## config.mk

```make
export PLATFORM = sky130hd
export DESIGN_NAME = vga_pattern_module_flat
export DESIGN_NICKNAME = d
export VERILOG_FILES = /design/src/rtl/vga_pattern_module_if.sv /design/src/rtl/vga_pattern_module.sv /design/src/flat_wrapper.sv
export SDC_FILE = /design/constraint.sdc
export NUM_CORES = 1
export LEC_CHECK = 0
export CORE_MARGIN = 4
export CORE_UTILIZATION = 60
export DETAILED_ROUTE_END_ITERATION = 10
export PLACE_DENSITY = 0.83
export SYNTH_ARGS = -nofsm -noshare
export SYNTH_HDL_FRONTEND = slang
export SYNTH_SLANG_ARGS = --single-unit
```

## constraint.sdc

```tcl
create_clock -name CLK -period 6.7 [get_ports CLK]
set_clock_uncertainty 0.2 [all_clocks]
set_input_delay 1.005 -clock CLK [delete_from_list [all_inputs] [get_ports CLK]]
set_output_delay 1.005 -clock CLK [all_outputs]
set_load 0.05 [all_outputs]
```

## src/rtl/vga_pattern_module_if.sv

```systemverilog
// Pixel-stage bundle between the VGA sync generator, the pattern stage and the DAC side.
//   master : drives sync/ready/address/Mode_Next and observes the delayed sync, RGB, mode
//            and frame tick (the sync generator / testbench side).
//   slave  : the pattern stage itself.
interface vga_pattern_module_if;
  logic        HSYNC_Sig;
  logic        VSYNC_Sig;
  logic        Ready_Sig;
  logic [10:0] Column_Addr_Sig;
  logic [10:0] Row_Addr_Sig;
  logic        Mode_Next;
  logic        HSYNC_Out;
  logic        VSYNC_Out;
  logic        Red_Sig;
  logic        Green_Sig;
  logic        Blue_Sig;
  logic [1:0]  Mode_Sig;
  logic        Frame_Tick;

  modport master (
    output HSYNC_Sig, VSYNC_Sig, Ready_Sig, Column_Addr_Sig, Row_Addr_Sig, Mode_Next,
    input  HSYNC_Out, VSYNC_Out, Red_Sig, Green_Sig, Blue_Sig, Mode_Sig, Frame_Tick
  );

  modport slave (
    input  HSYNC_Sig, VSYNC_Sig, Ready_Sig, Column_Addr_Sig, Row_Addr_Sig, Mode_Next,
    output HSYNC_Out, VSYNC_Out, Red_Sig, Green_Sig, Blue_Sig, Mode_Sig, Frame_Tick
  );
endinterface

```

## src/rtl/vga_pattern_module.sv

```systemverilog
// VGA test-pattern pixel stage. Takes sync/ready/column/row from the sync generator and
// produces 1-bit RGB test patterns (colour bars, grid, bouncing box, solid white), with
// HSYNC/VSYNC delayed two cycles to stay aligned with the pixels. Mode steps only on a
// VSYNC rising edge so frames never tear.
// Ports:
//   CLK  : pixel clock
//   RST  : synchronous reset, active-high
//   pix  : slave modport of vga_pattern_module_if (inputs from sync generator, RGB,
//          delayed syncs, Mode_Sig and Frame_Tick out)
module vga_pattern_module #(
  parameter int unsigned H_ACTIVE   = 800,
  parameter int unsigned V_ACTIVE   = 600,
  parameter int unsigned BAR_W      = 100,
  parameter int unsigned GRID_SHIFT = 5,
  parameter int unsigned BOX_SIZE   = 64,
  parameter int unsigned BOX_STEP   = 4
) (
  input  logic                 CLK,
  input  logic                 RST,
  vga_pattern_module_if.slave  pix
);

  localparam logic [11:0] XMax = 12'(H_ACTIVE - BOX_SIZE);
  localparam logic [11:0] YMax = 12'(V_ACTIVE - BOX_SIZE);
  localparam logic [11:0] Step = 12'(BOX_STEP);
  localparam logic [11:0] Size = 12'(BOX_SIZE);

  typedef enum logic [1:0] {StBars = 2'd0, StGrid = 2'd1, StBox = 2'd2, StSolid = 2'd3} mode_e;

  // Stage 1
  logic        hs1_q, vs1_q, rdy1_q;
  logic [10:0] col1_q, row1_q;
  // Stage 2 / registered outputs
  logic        hs2_q, vs2_q;
  logic [2:0]  rgb_q, rgb_d;
  mode_e       mode_q, mode_d;
  logic        pending_q, pending_d;
  logic        vsync_prev_q;
  logic        frame_tick_q;
  logic        tick;
  // Box state; dir 1 = moving towards MAX
  logic [10:0] box_x_q, box_x_d, box_y_q, box_y_d;
  logic        dir_x_q, dir_x_d, dir_y_q, dir_y_d;
  logic [2:0]  bar_idx;
  logic        in_box;

  assign tick = pix.VSYNC_Sig & ~vsync_prev_q;

  // Mode stepping: requests are collapsed into one step per frame boundary.
  always_comb begin
    mode_d    = mode_q;
    pending_d = pending_q | pix.Mode_Next;
    if (tick && pending_d) begin
      mode_d    = mode_e'(mode_q + 2'd1);
      pending_d = 1'b0;
    end
  end

  // Box bounce, X and Y independent, clamped to 0..MAX.
  always_comb begin
    box_x_d = box_x_q;
    box_y_d = box_y_q;
    dir_x_d = dir_x_q;
    dir_y_d = dir_y_q;
    if (tick) begin
      if (dir_x_q) begin
        if ({1'b0, box_x_q} + Step >= XMax) begin
          box_x_d = XMax[10:0];
          dir_x_d = 1'b0;
        end else begin
          box_x_d = box_x_q + Step[10:0];
        end
      end else if ({1'b0, box_x_q} <= Step) begin
        box_x_d = '0;
        dir_x_d = 1'b1;
      end else begin
        box_x_d = box_x_q - Step[10:0];
      end
      if (dir_y_q) begin
        if ({1'b0, box_y_q} + Step >= YMax) begin
          box_y_d = YMax[10:0];
          dir_y_d = 1'b0;
        end else begin
          box_y_d = box_y_q + Step[10:0];
        end
      end else if ({1'b0, box_y_q} <= Step) begin
        box_y_d = '0;
        dir_y_d = 1'b1;
      end else begin
        box_y_d = box_y_q - Step[10:0];
      end
    end
  end

  // Bar index by compare chain; anything past the 7th boundary is bar 7.
  always_comb begin
    bar_idx = 3'd7;
    for (int k = 7; k >= 1; k--) begin
      if ({1'b0, col1_q} < 12'(BAR_W * k)) bar_idx = 3'(k - 1);
    end
  end

  assign in_box = (col1_q >= box_x_q) && ({1'b0, col1_q} < {1'b0, box_x_q} + Size) &&
                  (row1_q >= box_y_q) && ({1'b0, row1_q} < {1'b0, box_y_q} + Size);

  always_comb begin
    rgb_d = 3'b000;
    if (rdy1_q) begin
      unique case (mode_q)
        StBars:  rgb_d = ~bar_idx;
        StGrid:  rgb_d = ((col1_q[GRID_SHIFT-1:0] == '0) || (row1_q[GRID_SHIFT-1:0] == '0)) ?
                         3'b111 : 3'b000;
        StBox:   rgb_d = in_box ? 3'b111 : 3'b001;
        StSolid: rgb_d = 3'b111;
        default: rgb_d = 3'b000;
      endcase
    end
  end

  always_ff @(posedge CLK) begin
    if (RST) begin
      hs1_q        <= 1'b1;
      vs1_q        <= 1'b1;
      rdy1_q       <= 1'b0;
      col1_q       <= '0;
      row1_q       <= '0;
      hs2_q        <= 1'b1;
      vs2_q        <= 1'b1;
      rgb_q        <= 3'b000;
      mode_q       <= StBars;
      pending_q    <= 1'b0;
      vsync_prev_q <= 1'b1;
      frame_tick_q <= 1'b0;
      box_x_q      <= '0;
      box_y_q      <= '0;
      dir_x_q      <= 1'b1;
      dir_y_q      <= 1'b1;
    end else begin
      hs1_q        <= pix.HSYNC_Sig;
      vs1_q        <= pix.VSYNC_Sig;
      rdy1_q       <= pix.Ready_Sig;
      col1_q       <= pix.Column_Addr_Sig;
      row1_q       <= pix.Row_Addr_Sig;
      hs2_q        <= hs1_q;
      vs2_q        <= vs1_q;
      rgb_q        <= rgb_d;
      mode_q       <= mode_d;
      pending_q    <= pending_d;
      vsync_prev_q <= pix.VSYNC_Sig;
      frame_tick_q <= tick;
      box_x_q      <= box_x_d;
      box_y_q      <= box_y_d;
      dir_x_q      <= dir_x_d;
      dir_y_q      <= dir_y_d;
    end
  end

  assign pix.HSYNC_Out  = hs2_q;
  assign pix.VSYNC_Out  = vs2_q;
  assign pix.Red_Sig    = rgb_q[2];
  assign pix.Green_Sig  = rgb_q[1];
  assign pix.Blue_Sig   = rgb_q[0];
  assign pix.Mode_Sig   = mode_q;
  assign pix.Frame_Tick = frame_tick_q;

endmodule

```

## src/flat_wrapper.sv

```systemverilog
// flat-port wrapper written by rule: the top's interface ports become plain ports
module vga_pattern_module_flat 
#(
  parameter int unsigned H_ACTIVE   = 800,
  parameter int unsigned V_ACTIVE   = 600,
  parameter int unsigned BAR_W      = 100,
  parameter int unsigned GRID_SHIFT = 5,
  parameter int unsigned BOX_SIZE   = 64,
  parameter int unsigned BOX_STEP   = 4
)
  (CLK, RST, pix_HSYNC_Sig, pix_VSYNC_Sig, pix_Ready_Sig, pix_Column_Addr_Sig, pix_Row_Addr_Sig, pix_Mode_Next, pix_HSYNC_Out, pix_VSYNC_Out, pix_Red_Sig, pix_Green_Sig, pix_Blue_Sig, pix_Mode_Sig, pix_Frame_Tick);
  vga_pattern_module_if pix_i ();
  input  logic CLK;
  input  logic RST;
  input wire logic [$bits(pix_i.HSYNC_Sig)-1:0] pix_HSYNC_Sig;
  input wire logic [$bits(pix_i.VSYNC_Sig)-1:0] pix_VSYNC_Sig;
  input wire logic [$bits(pix_i.Ready_Sig)-1:0] pix_Ready_Sig;
  input wire logic [$bits(pix_i.Column_Addr_Sig)-1:0] pix_Column_Addr_Sig;
  input wire logic [$bits(pix_i.Row_Addr_Sig)-1:0] pix_Row_Addr_Sig;
  input wire logic [$bits(pix_i.Mode_Next)-1:0] pix_Mode_Next;
  output wire logic [$bits(pix_i.HSYNC_Out)-1:0] pix_HSYNC_Out;
  output wire logic [$bits(pix_i.VSYNC_Out)-1:0] pix_VSYNC_Out;
  output wire logic [$bits(pix_i.Red_Sig)-1:0] pix_Red_Sig;
  output wire logic [$bits(pix_i.Green_Sig)-1:0] pix_Green_Sig;
  output wire logic [$bits(pix_i.Blue_Sig)-1:0] pix_Blue_Sig;
  output wire logic [$bits(pix_i.Mode_Sig)-1:0] pix_Mode_Sig;
  output wire logic [$bits(pix_i.Frame_Tick)-1:0] pix_Frame_Tick;
  assign pix_i.HSYNC_Sig = pix_HSYNC_Sig;
  assign pix_i.VSYNC_Sig = pix_VSYNC_Sig;
  assign pix_i.Ready_Sig = pix_Ready_Sig;
  assign pix_i.Column_Addr_Sig = pix_Column_Addr_Sig;
  assign pix_i.Row_Addr_Sig = pix_Row_Addr_Sig;
  assign pix_i.Mode_Next = pix_Mode_Next;
  assign pix_HSYNC_Out = pix_i.HSYNC_Out;
  assign pix_VSYNC_Out = pix_i.VSYNC_Out;
  assign pix_Red_Sig = pix_i.Red_Sig;
  assign pix_Green_Sig = pix_i.Green_Sig;
  assign pix_Blue_Sig = pix_i.Blue_Sig;
  assign pix_Mode_Sig = pix_i.Mode_Sig;
  assign pix_Frame_Tick = pix_i.Frame_Tick;
  vga_pattern_module #(.H_ACTIVE(H_ACTIVE), .V_ACTIVE(V_ACTIVE), .BAR_W(BAR_W), .GRID_SHIFT(GRID_SHIFT), .BOX_SIZE(BOX_SIZE), .BOX_STEP(BOX_STEP)) u_core (.CLK(CLK), .RST(RST), .pix(pix_i));
endmodule
```

After elaboration in Yosys (flattened, before gate mapping):

Cells that the tools add are included.

* word-level logic and storage cells: 79
* input bits: 28
* bits in registers: 58
* output and inout bits: 8

* $lt $le $gt $ge: 15
* bitwise operators: 5
* add/subtract/negate cells: 9
* reduce and logical (&&, ||, !) cells: 10
* equality and inequality tests: 3
* mux-type cells: 22

Operators with widths (number)
* $mux 11: 6
* $lt 11x9->1 const B: 3
* $add 11x3->12 const B: 2
* $add 11x7->12 const B: 2
* $ge 12x10->1 const B: 2
* $lt 11x12->1: 2
* $add 11x3->11 const B: 2
* $ge 11x11->1: 2
* $le 11x3->1 const B: 2
* $lt 11x10->1 const B: 2
* $sub 11x3->11 const B: 2
* $mux 3: 6
* $pmux 3 s4: 1
* $lt 11x7->1 const B: 1
* $lt 11x8->1 const B: 1
* $logic_not 5->1: 2
* $mux 1: 7
* $eq 2x2->1 const B: 2
* $logic_and 1x1->1: 4
* $mux 2: 2
* $reduce_or 2->1: 2
* $not 3->3: 1
* $add 2x1->2 const B: 1
* $eq 2x1->1 const B: 1
* other kinds (5): 6

Logic depth before layout (Yosys ltp):

Gate-level depths: netlist of the first run.

* depth in word-level cells: 10
* mapped depth: 10
* mapped depth without buffers: 9

Worst setup path after synthesis of the first run:

OpenSTA, ideal clock, no wires.

* path type: reg-to-reg
* start: register u_core.box_y_q[6]
* end: register u_core.rgb_q[2]
* cell stages (with the launch flop): 11
* arrival time: 2108 ps
* buffers on the path: 1
* period minus slack after synthesis: 2369 ps
* setup time: 61 ps
* path slack: 4331 ps
* data required time: 6439 ps
* cell sequence: dfxtp_1 > buf_2 > and3_1 > xnor2_1 > ha_1 > a21o_1 > a21o_1 > a221o_1 > a31oi_1 > o2111ai_1 > nand2_1

* longest elaborated chain between the ends: 5
* elaborated cells between the ends (all ways): 7
* those cells by class: add/sub: 1; order compare: 2; mux: 2; reduce/logical: 2

Ends and longest elaborated chain
* from (decl): line vga_pattern_module.sv:42 `logic [10:0] box_x_q, box_x_d, box_y_q, box_y_d;`
* from (signal assigned): line vga_pattern_module.sv:152 `box_y_q <= box_y_d;`
* $add 11x7->12 / $ge 11x11->1 (equally long branches): line vga_pattern_module.sv:104 `(row1_q >= box_y_q) && ({1'b0, row1_q} < {1'b0, box_y_q} + Size);`
* $lt 11x12->1 / $logic_and 1x1->1 (equally long branches): line vga_pattern_module.sv:104, vga_pattern_module.sv:103
* $logic_and 1x1->1 *: line vga_pattern_module.sv:104
* $mux 3 *: line vga_pattern_module.sv:113 `StBox: rgb_d = in_box ? 3'b111 : 3'b001;`
* $pmux 3 s4 *: line vga_pattern_module.sv:109 `unique case (mode_q)`
* to (signal assigned): line vga_pattern_module.sv:146 `rgb_q <= rgb_d;`
* to (decl): line vga_pattern_module.sv:35 `logic [2:0] rgb_q, rgb_d;`

Every way passes the cells marked *; elsewhere a longest branch is shown, timed or not.
A chain may end at the register's enable or synchronous reset.

Worst setup path in the final report of the first run:

Same ends and word-level chain as after synthesis.

==> impl.org, run 1 <==
** Critical path
- In this run the worst path has a maximum fanout of 12.
- Nature of the critical path endpoint :: register
- Data on the critical path is required at its endpoint by 6.76 ns.
- Broken down by cell family, the worst path's largest delay share belongs to compound AO/OA/AOI/OAI gates.
- In this design, the stage delay of the slowest critical-path cell is 0.69 ns.
- R2r endpoint :: u_core.rgb_q[2]$_SDFF_PP0_
- Worst-path cell with the longest stage delay :: sky130_fd_sc_hd__dfxtp_1
- Measured in cells, the most critical reg-to-reg path has a length of 9.
- The worst setup path is launched from a register.
- The signal on the critical path passes through ha_1 -> nand3_1 -> xnor2_1 -> ha_1 -> a21o_1 -> a221o_1 -> a31oi_1 -> o2111ai_1 -> nand2_1.
- Crit-path most repeated cell :: sky130_fd_sc_hd__ha_1
- Reg-to-reg startpoint :: u_core.box_y_q[6]$_SDFFE_PP0P_
- Class of the most critical setup path :: register to register
- Data on the critical path arrives at its endpoint at 2.88 ns.
- Register-to-Register Setup Slack :: 3.87 ns
- Launching instance or port of the critical path :: u_core.box_y_q[6]$_SDFFE_PP0P_
- Together, buffers and inverters on the worst path number 0.
- Counting buffers and inverters, the worst setup path is 9 cells deep.
- Following the worst setup path forward leads to its endpoint at u_core.rgb_q[2]$_SDFF_PP0_.

** Outcome
- The run finished with clean final reports.

** Clock network
- Clock tree from TritonCTS :: yes
- Clock insertion delay at the later pin of the skew report :: 0.31 ns
- Clock-pin slew of the registers on the worst-case setup and hold paths :: 0.09 ns
- Clk buf depth :: 2
- Buffers inserted during post-CTS setup optimization :: 0
- CTS H-Tree Depth :: 2
- CTS buffer count :: 5
- Number of buffers added to fix hold violations after cts :: 0
- Clock Sinks :: 54
- Post-cts sizing count :: 0
- The tree is rooted in a sky130_fd_sc_hd__clkbuf_8.

** Global route
- The initial antenna violation count was 0.
- Number of global-route vias before repair :: 3170
- Summed over all layers, the global routing overflow is 0.
- Total Routing Usage GR :: 23.5%
- Largest net degree at the start of global routing :: 56
- The first global-routing pass estimated 14600 um of wire.

** Cells and area
- Of the cells placed in the final design, the portion with a size suffix greater than 1 is 5.53%.
- After filler insertion, the fill cell instance count of the layout stands at 515.
- Registers take 0.00108 mm^2.
- The repair_antennas step left the layout with diodes totalling 0.
- Net total in the final layout :: 540
- Multi-input combinational cell area :: 0.00248 mm^2
- Relative area change from synthesis to final layout :: 10.9%

** Floorplanning
- Initial Util :: 63.1%
- Die Height :: 87.6 um
- Placeable core region :: 0.00603 mm^2
- Pin placement for this block handled 36 I/O pins.
- Count of standard-cell rows :: 28
- Die Footprint :: 0.00767 mm^2
- Die W :: 87.6 um

** Route
- For this block, the initial DRC count from the detailed router was 344.
- DRC errors left :: 0
- Dividing the detail-routed via count by the number of cells gives 6.32.
- The detailed router placed 3446 vias in this run.
- After detailed routing, the average wire length per cell comes to 15.7 um.
- The routed design has 8550 um of wire.
- Count of nets left with antenna violations after detail routing :: 0
- First drt pass iteration count :: 5

** Logic synthesis
- After synthesis, the most frequently instantiated cells are 54 x sky130_fd_sc_hd__dfxtp_1, 43 x sky130_fd_sc_hd__ha_1, 30 x sky130_fd_sc_hd__nor2_1.
- Cell types with the largest area share after synthesis :: sky130_fd_sc_hd__dfxtp_1 28%, sky130_fd_sc_hd__ha_1 14%, sky130_fd_sc_hd__nor2b_1 4.6%
- Distinct cells, synth :: 71
- A synthesized cell averages 8.36 um^2.
- Post-synth top area share :: 28.4%
- In this run, synthesis inferred 0 flip-flops with an integrated enable.
- Instance count of the mapped netlist :: 455
- Most used standard cell by instance count after synthesis :: sky130_fd_sc_hd__dfxtp_1
- During synthesis, Yosys emitted a total of 0 warnings.
- Flop and latch count out of synthesis :: 54
- Net Count, Synth :: 526
- Summing the sequential cell areas from Yosys gives 28.4% of the chip area.
- In this run the cell area of the synthesized design comes to 0.00380 mm^2.
- Post-synth top flop :: sky130_fd_sc_hd__dfxtp_1
- Cell taking the most area after synthesis :: sky130_fd_sc_hd__dfxtp_1
- Synth async-reset ratio :: 0%

** Timing
- Hold Fails Final Rpt :: 0
- The final critical path takes up 42.2% of the cycle.
- Worst slew margin relative to its limit :: 37.8%
- The number of pins with negative max-slew slack in the final report was 0.
- Derived from the worst setup path, the maximum achievable clock frequency is 353 MHz.
- Slew of the pin with the lowest slew margin :: 0.933 ns
- Across all setup checks in the final design, the least slack found is 3.87 ns.
- Setup violations remaining at the end of the flow were counted as 0.
- Summed negative setup slack over all endpoints :: 0 ns
- Period minus WS final :: 2.83 ns
- RSZ-0062 raised after global routing :: no

** Power and ir drop
- Power density over the cells :: 164 mW/mm^2
- Summed over all cells, the static leakage comes to 1.69 nW.
- IR analysis of the VDD net gives a maximum drop of 0.000110 V.

** Run
- The tool flagged a number of max-cap violations equal to 0.

** Place
- Final estimated routing congestion in global placement :: 0.925
- Port Buffer Count :: 35
- Prior to clock tree synthesis, the placed netlist has a worst setup slack of 3.70 ns.
- Final HPWL DP :: 6170 um

** Hold path
- Min-Delay Path Class :: register to register
## kinds of logic (layout without fill, tap and decap cells)
kind of cell / count (synthesis) / after routing / synth area share (%)
DFF: 54 / 54 / 28.4
adders and majority gates: 43 / 43 / 14.1
and+or+nand+nor: 162 / 162 / 23.0
xor gates and xnor gates: 17 / 17 / 4.11
AOI/OAI and AO/OA: 123 / 123 / 23.8
muxes: 1 / 1 / 0.296
buffers and inverters: 55 / 70 / 6.28
## metal layers
layer	up-vias	track usage [%]	share of wire, %	wire [um]
li1	1686	-	-	-
met3	17	4.14	7.1	608
met5	-	0	0	0
met1	1590	32.5	46	3940
met2	153	37.7	45	3840
met4	0	6.69	1.9	164
## metrics by stage
step	power (mW)	hold WS, ns	area, um^2	std cells	util (%)
floorplan	0.444	0.189	3800	455	-
global placement	0.480	0.194	4110	537	68.2
detailed placement	0.483	0.198	4110	537	68.2
CTS	0.698	0.220	4220	545	70.0
global route	0.729	0.242	4220	545	70.0
finish	0.694	0.216	4220	545	70.0
## worst reg2reg max path, delay by kind of cell, from the launching register on
family / cells / cell delay (ns)
flip-flops: 1 / 0.69
AND/OR/NAND/NOR: 2 / 0.25
AO/OA/AOI/OAI: 4 / 0.77
XOR/XNOR: 1 / 0.25
adder cells (fa/ha/maj): 2 / 0.61
## layout make-up
class | instances | share of cell area [%]
well taps | 75 | 2.22
clock inverters | 2 | 0.890
multi-input cells | 346 | 58.9
clock buffers | 6 | 1.72
inverters | 26 | 2.31
flip-flops and latches | 54 | 25.6
repair buffers | 36 | 8.37
## worst min-delay path by stage
stage | start | cells after the start | endpoint | slack [ns]
global route | u_core.hs1_q$_SDFF_PP1_ | 1 | u_core.pix.HSYNC_Out$_SDFF_PP1_ | 0.24
floorplan | u_core.hs1_q$_SDFF_PP1_ | 1 | u_core.pix.HSYNC_Out$_SDFF_PP1_ | 0.19
finish | u_core.hs1_q$_SDFF_PP1_ | 1 | u_core.pix.HSYNC_Out$_SDFF_PP1_ | 0.22
global placement | u_core.hs1_q$_SDFF_PP1_ | 1 | u_core.pix.HSYNC_Out$_SDFF_PP1_ | 0.19
CTS | u_core.hs1_q$_SDFF_PP1_ | 1 | u_core.pix.HSYNC_Out$_SDFF_PP1_ | 0.22
detailed placement | u_core.hs1_q$_SDFF_PP1_ | 1 | u_core.pix.HSYNC_Out$_SDFF_PP1_ | 0.20
## cells in the final DEF, fill, tap and decap left out, types with 9 or more instances in the layout
cell / synthesis / layout
sky130_fd_sc_hd__clkdlybuf4s50_1: 0 / 34
sky130_fd_sc_hd__nand3_1: 16 / 16
sky130_fd_sc_hd__nor2_1: 30 / 30
sky130_fd_sc_hd__nand2_1: 29 / 29
sky130_fd_sc_hd__a21oi_1: 23 / 23
sky130_fd_sc_hd__ha_1: 43 / 43
sky130_fd_sc_hd__xnor2_1: 15 / 15
sky130_fd_sc_hd__inv_1: 26 / 26
sky130_fd_sc_hd__nor2b_1: 28 / 28
sky130_fd_sc_hd__nand4_1: 9 / 9
sky130_fd_sc_hd__nor3_1: 13 / 13
sky130_fd_sc_hd__a31oi_1: 12 / 12
sky130_fd_sc_hd__dfxtp_1: 54 / 54
sky130_fd_sc_hd__o21ai_0: 16 / 16
## state kept, by name (all words and copies together) (netlist names), 2 cells and up
name,cells
u_core.pix.Mode_Sig,2
u_core.row1_q,11
u_core.box_y_q,9
u_core.box_x_q,9
u_core.col1_q,11
u_core.rgb_q,3
## where the power goes
group	switching [mW]	total [mW]	internal [mW]
Clock	0.105	0.217	0.112
Combinational	0.0633	0.125	0.0619
Sequential	0.0177	0.352	0.334
Total	0.186	0.694	0.507
(Power assumes the default switching activity.)
==> run 2, diff against run 1 <==
--- a/config.mk
+++ b/config.mk
@@ -6,9 +6,9 @@
 export NUM_CORES = 1
 export LEC_CHECK = 0
 export CORE_MARGIN = 4
-export CORE_UTILIZATION = 60
+export CORE_UTILIZATION = 52
 export DETAILED_ROUTE_END_ITERATION = 10
-export PLACE_DENSITY = 0.83
+export PLACE_DENSITY = 0.76
 export SYNTH_ARGS = -nofsm -noshare
 export SYNTH_HDL_FRONTEND = slang
 export SYNTH_SLANG_ARGS = --single-unit
==> constraint.sdc (replaced) <==
create_clock -name CLK -period 2.3 [get_ports CLK]
set_clock_uncertainty 0.2 [all_clocks]
set_input_delay 0.345 -clock CLK [delete_from_list [all_inputs] [get_ports CLK]]
set_output_delay 0.345 -clock CLK [all_outputs]
set_load 0.05 [all_outputs]
==> run 2 against run 1 <==
Effect of this change:
- the run now ends with setup timing left
- largest cell class unchanged
- register-to-register slack worse by 3.9 ns
- global-route usage fell by 1.5 points
- die area rose by 14%
- sequential power grew to 2.9 times the previous value
- highest routed layer unchanged
- critical path type unchanged
- hold slack lost 0.11 ns
==> impl.org, run 2 (same netlist as run 1, synthesis figures left out) <==
** Outcome
- Outcome :: complete, but fails checks
- The checks that failed: setup timing.

** Floorplanning
- # IOs :: 36
- Once the floorplan was initialized, standard cells occupied 54.8% of the core.
- The floorplan step set the die width to 93.5 um.
- Die Footprint :: 0.00874 mm^2
- The core region is 0.00694 mm^2.
- Die Height :: 93.5 um
- Count of standard-cell rows :: 30

** Critical path
- For the worst setup path, the data required time is 2.36 ns.
- CP arrival :: 2.38 ns
- Walking the worst path, the cells encountered are and3_4 -> xnor2_1 -> ha_1 -> a21o_1 -> a21o_1 -> a221o_1 -> a31oi_1 -> o2111ai_1 -> nand2_1.
- The worst setup path is captured at a register.
- STA classifies the critical path startpoint as a register.
- The setup path with the least slack is of type register to register.
- Of all nets on the critical path, the largest fanout is 4.
- For this design, the slowest cell found on the critical path is sky130_fd_sc_hd__dfxtp_4.
- Largest incremental delay on the critical path :: 0.38 ns
- Counting stages on the worst path, the most repeated cell is sky130_fd_sc_hd__a21o_1.

** Clock network
- In this run the deepest clock path goes through 2 buffers.
- Clock root buffer :: sky130_fd_sc_hd__clkbuf_8
- For the worst-skew pair, the clock arrives at the later sink with an insertion delay of 0.32 ns.
- Clock Sinks :: 54
- TritonCTS built the clock tree.
- Clock-pin slew of the registers on the worst-case setup and hold paths :: 0.11 ns
- Number of buffers added to fix hold violations after cts :: 0
- CTS H-Tree Depth :: 2
- CTS buffer count :: 5

** Route
- In the routed layout, each cell is associated on average with a via count of 6.01.
- Count of nets left with antenna violations after detail routing :: 0
- For this block, the routed nets add up to 9790 um of wire.
- The first detailed-routing pass ran for 5 iterations.
- 1st-iter DRT viols :: 403
- Count of vias placed by the detailed router :: 3701
- Highest metal layer with signal wires :: met4
- Detailed-routed wire length on met3 :: 634 um
- For this block, wires on met1 add up to 4450 um.
- In the final routed layout, each cell accounts on average for 15.9 um.
- Length of routed met2 wiring :: 4490 um
- DRC errors left :: 0

** Cells and area
- Largest registers :: u_core.col1_q: 11 flops, u_core.row1_q: 11 flops
- Relative area change from synthesis to final layout :: 24.4%
- Fraction of layout cells with a size suffix above 1 :: 19.0%
- Most frequent standard cell in the layout excluding fill and tap cells :: sky130_fd_sc_hd__buf_4
- Filler cell count :: 538
- With fillers left out, the area of the finished cells amounts to 0.00473 mm^2.
- Leaving out fill and tap cells, the most frequent cells in the layout are 49 x sky130_fd_sc_hd__buf_4, 46 x sky130_fd_sc_hd__dfxtp_1, 40 x sky130_fd_sc_hd__ha_1.
- Cells fill 68.1% of the core in the end.
- Final antenna diode count :: 0
- Excluding fillers, the count of instances in the completed layout stands at 616.
- Net total in the final layout :: 590

** Timing
- Maximum frequency from static timing analysis :: 432 MHz
- Hold Fails Final Rpt :: 0
- RSZ-0062 raised after global routing :: yes
- Setup violations remaining at the end of the flow were counted as 2.
- In the post-route analysis, the smallest setup slack over all paths is -0.0168 ns.
- Setup total negative slack on the finished layout was measured at -0.0194 ns.
- Final worst path period share :: 101%
- The number of pins with negative max-slew slack in the final report is 0.
- Hold_ws :: 0.106 ns
- Counting I/O delays and the setup requirement, the final critical path takes 2.32 ns.
- Slew of the pin with the lowest slew margin :: 0.509 ns
- Worst slew margin relative to its limit :: 66.0%

** Power and ir drop
- Across the VDD grid, the largest voltage drop is 0.000377 V.
- Final total power :: 2.13 mW
- Dividing total power by cell area gives a power density of 450 mW/mm^2.
- Static leakage :: 1.96 nW

** Global route
- For this run, the total global-route usage over all layers was measured as 22.0%.
- First-pass GRT wire length :: 15600 um
- Global route overflow :: 0
- Number of global-route vias before repair :: 3442
- Entering global routing, the biggest net connects 40 pins.
- Number of antenna violations at the first check in global routing :: 0

** Place
- Port Buffer Count :: 35
- Final HPWL DP :: 7080 um
- The congestion estimate from routability-driven global placement came to 0.931.
- Cell total after placement :: 605
- Post-Place Setup Slack :: -0.0229 ns
- Summing all placed instances gives a cell area of 0.00449 mm^2.

** Run
- Max-cap violations :: 0

** Hold path
- Min-Delay Path Class :: input port to register
-- run 2: layout make-up --
cell class / instances / area, um^2 / area share, %
flip-flops and latches: 54 / 1100 / 23.2
well taps: 96 / 120 / 2.54
multi-input cells: 346 / 2560 / 54.2
clock inverters: 3 / 47.5 / 1.01
inverters: 26 / 97.6 / 2.06
clock buffers: 5 / 68.8 / 1.46
repair buffers: 86 / 736 / 15.6
-- run 2: critical path, delay by kind of cell (launching register included) --
| family | cells | cell delay (ns) |
|---|---|---|
| AOI/OAI and AO/OA | 5 | 0.93 |
| xor gates and xnor gates | 1 | 0.20 |
| adders and majority gates | 1 | 0.28 |
| DFF | 1 | 0.38 |
| and+or+nand+nor | 2 | 0.28 |
-- run 2: path summary, 6_finish.rpt --
kind | end | from | slack [ns] | cells after the start
worst max register to register | u_core.rgb_q[2]$_SDFF_PP0_ | u_core.box_y_q[7]$_SDFFE_PP0P_ | -0.02 | 9
worst min register to register | u_core.pix.HSYNC_Out$_SDFF_PP1_ | u_core.hs1_q$_SDFF_PP1_ | 0.22 | 1
worst min-delay path | u_core.rgb_q[0]$_SDFF_PP0_ | RST | 0.11 | 4
worst max-delay path | u_core.rgb_q[2]$_SDFF_PP0_ | u_core.box_y_q[7]$_SDFFE_PP0P_ | -0.02 | 9
-- run 2: repair_timing --
item / 4_1_cts / 5_1_grt
hold endpoints to repair: 0 / 0
resized for setup: 5 / 25
setup endpoints to repair: 3 / 18
pin swaps: 1 / 17
buffers inserted: 0 / 3
-- run 2: report_power, final --
part / switching [mW] / internal, mW / total, mW
Clock: 0.355 / 0.333 / 0.688
Combinational: 0.214 / 0.215 / 0.429
Sequential: 0.0405 / 0.971 / 1.01
Total: 0.610 / 1.52 / 2.13
-- run 2: layer usage --
| metal | track usage (%) | vias up |
|---|---|---|
| met5 | 0 | - |
| met1 | 29.4 | 1744 |
| met3 | 3.38 | 19 |
| met4 | 7.08 | 0 |
| met2 | 36.3 | 144 |
| li1 | - | 1794 |
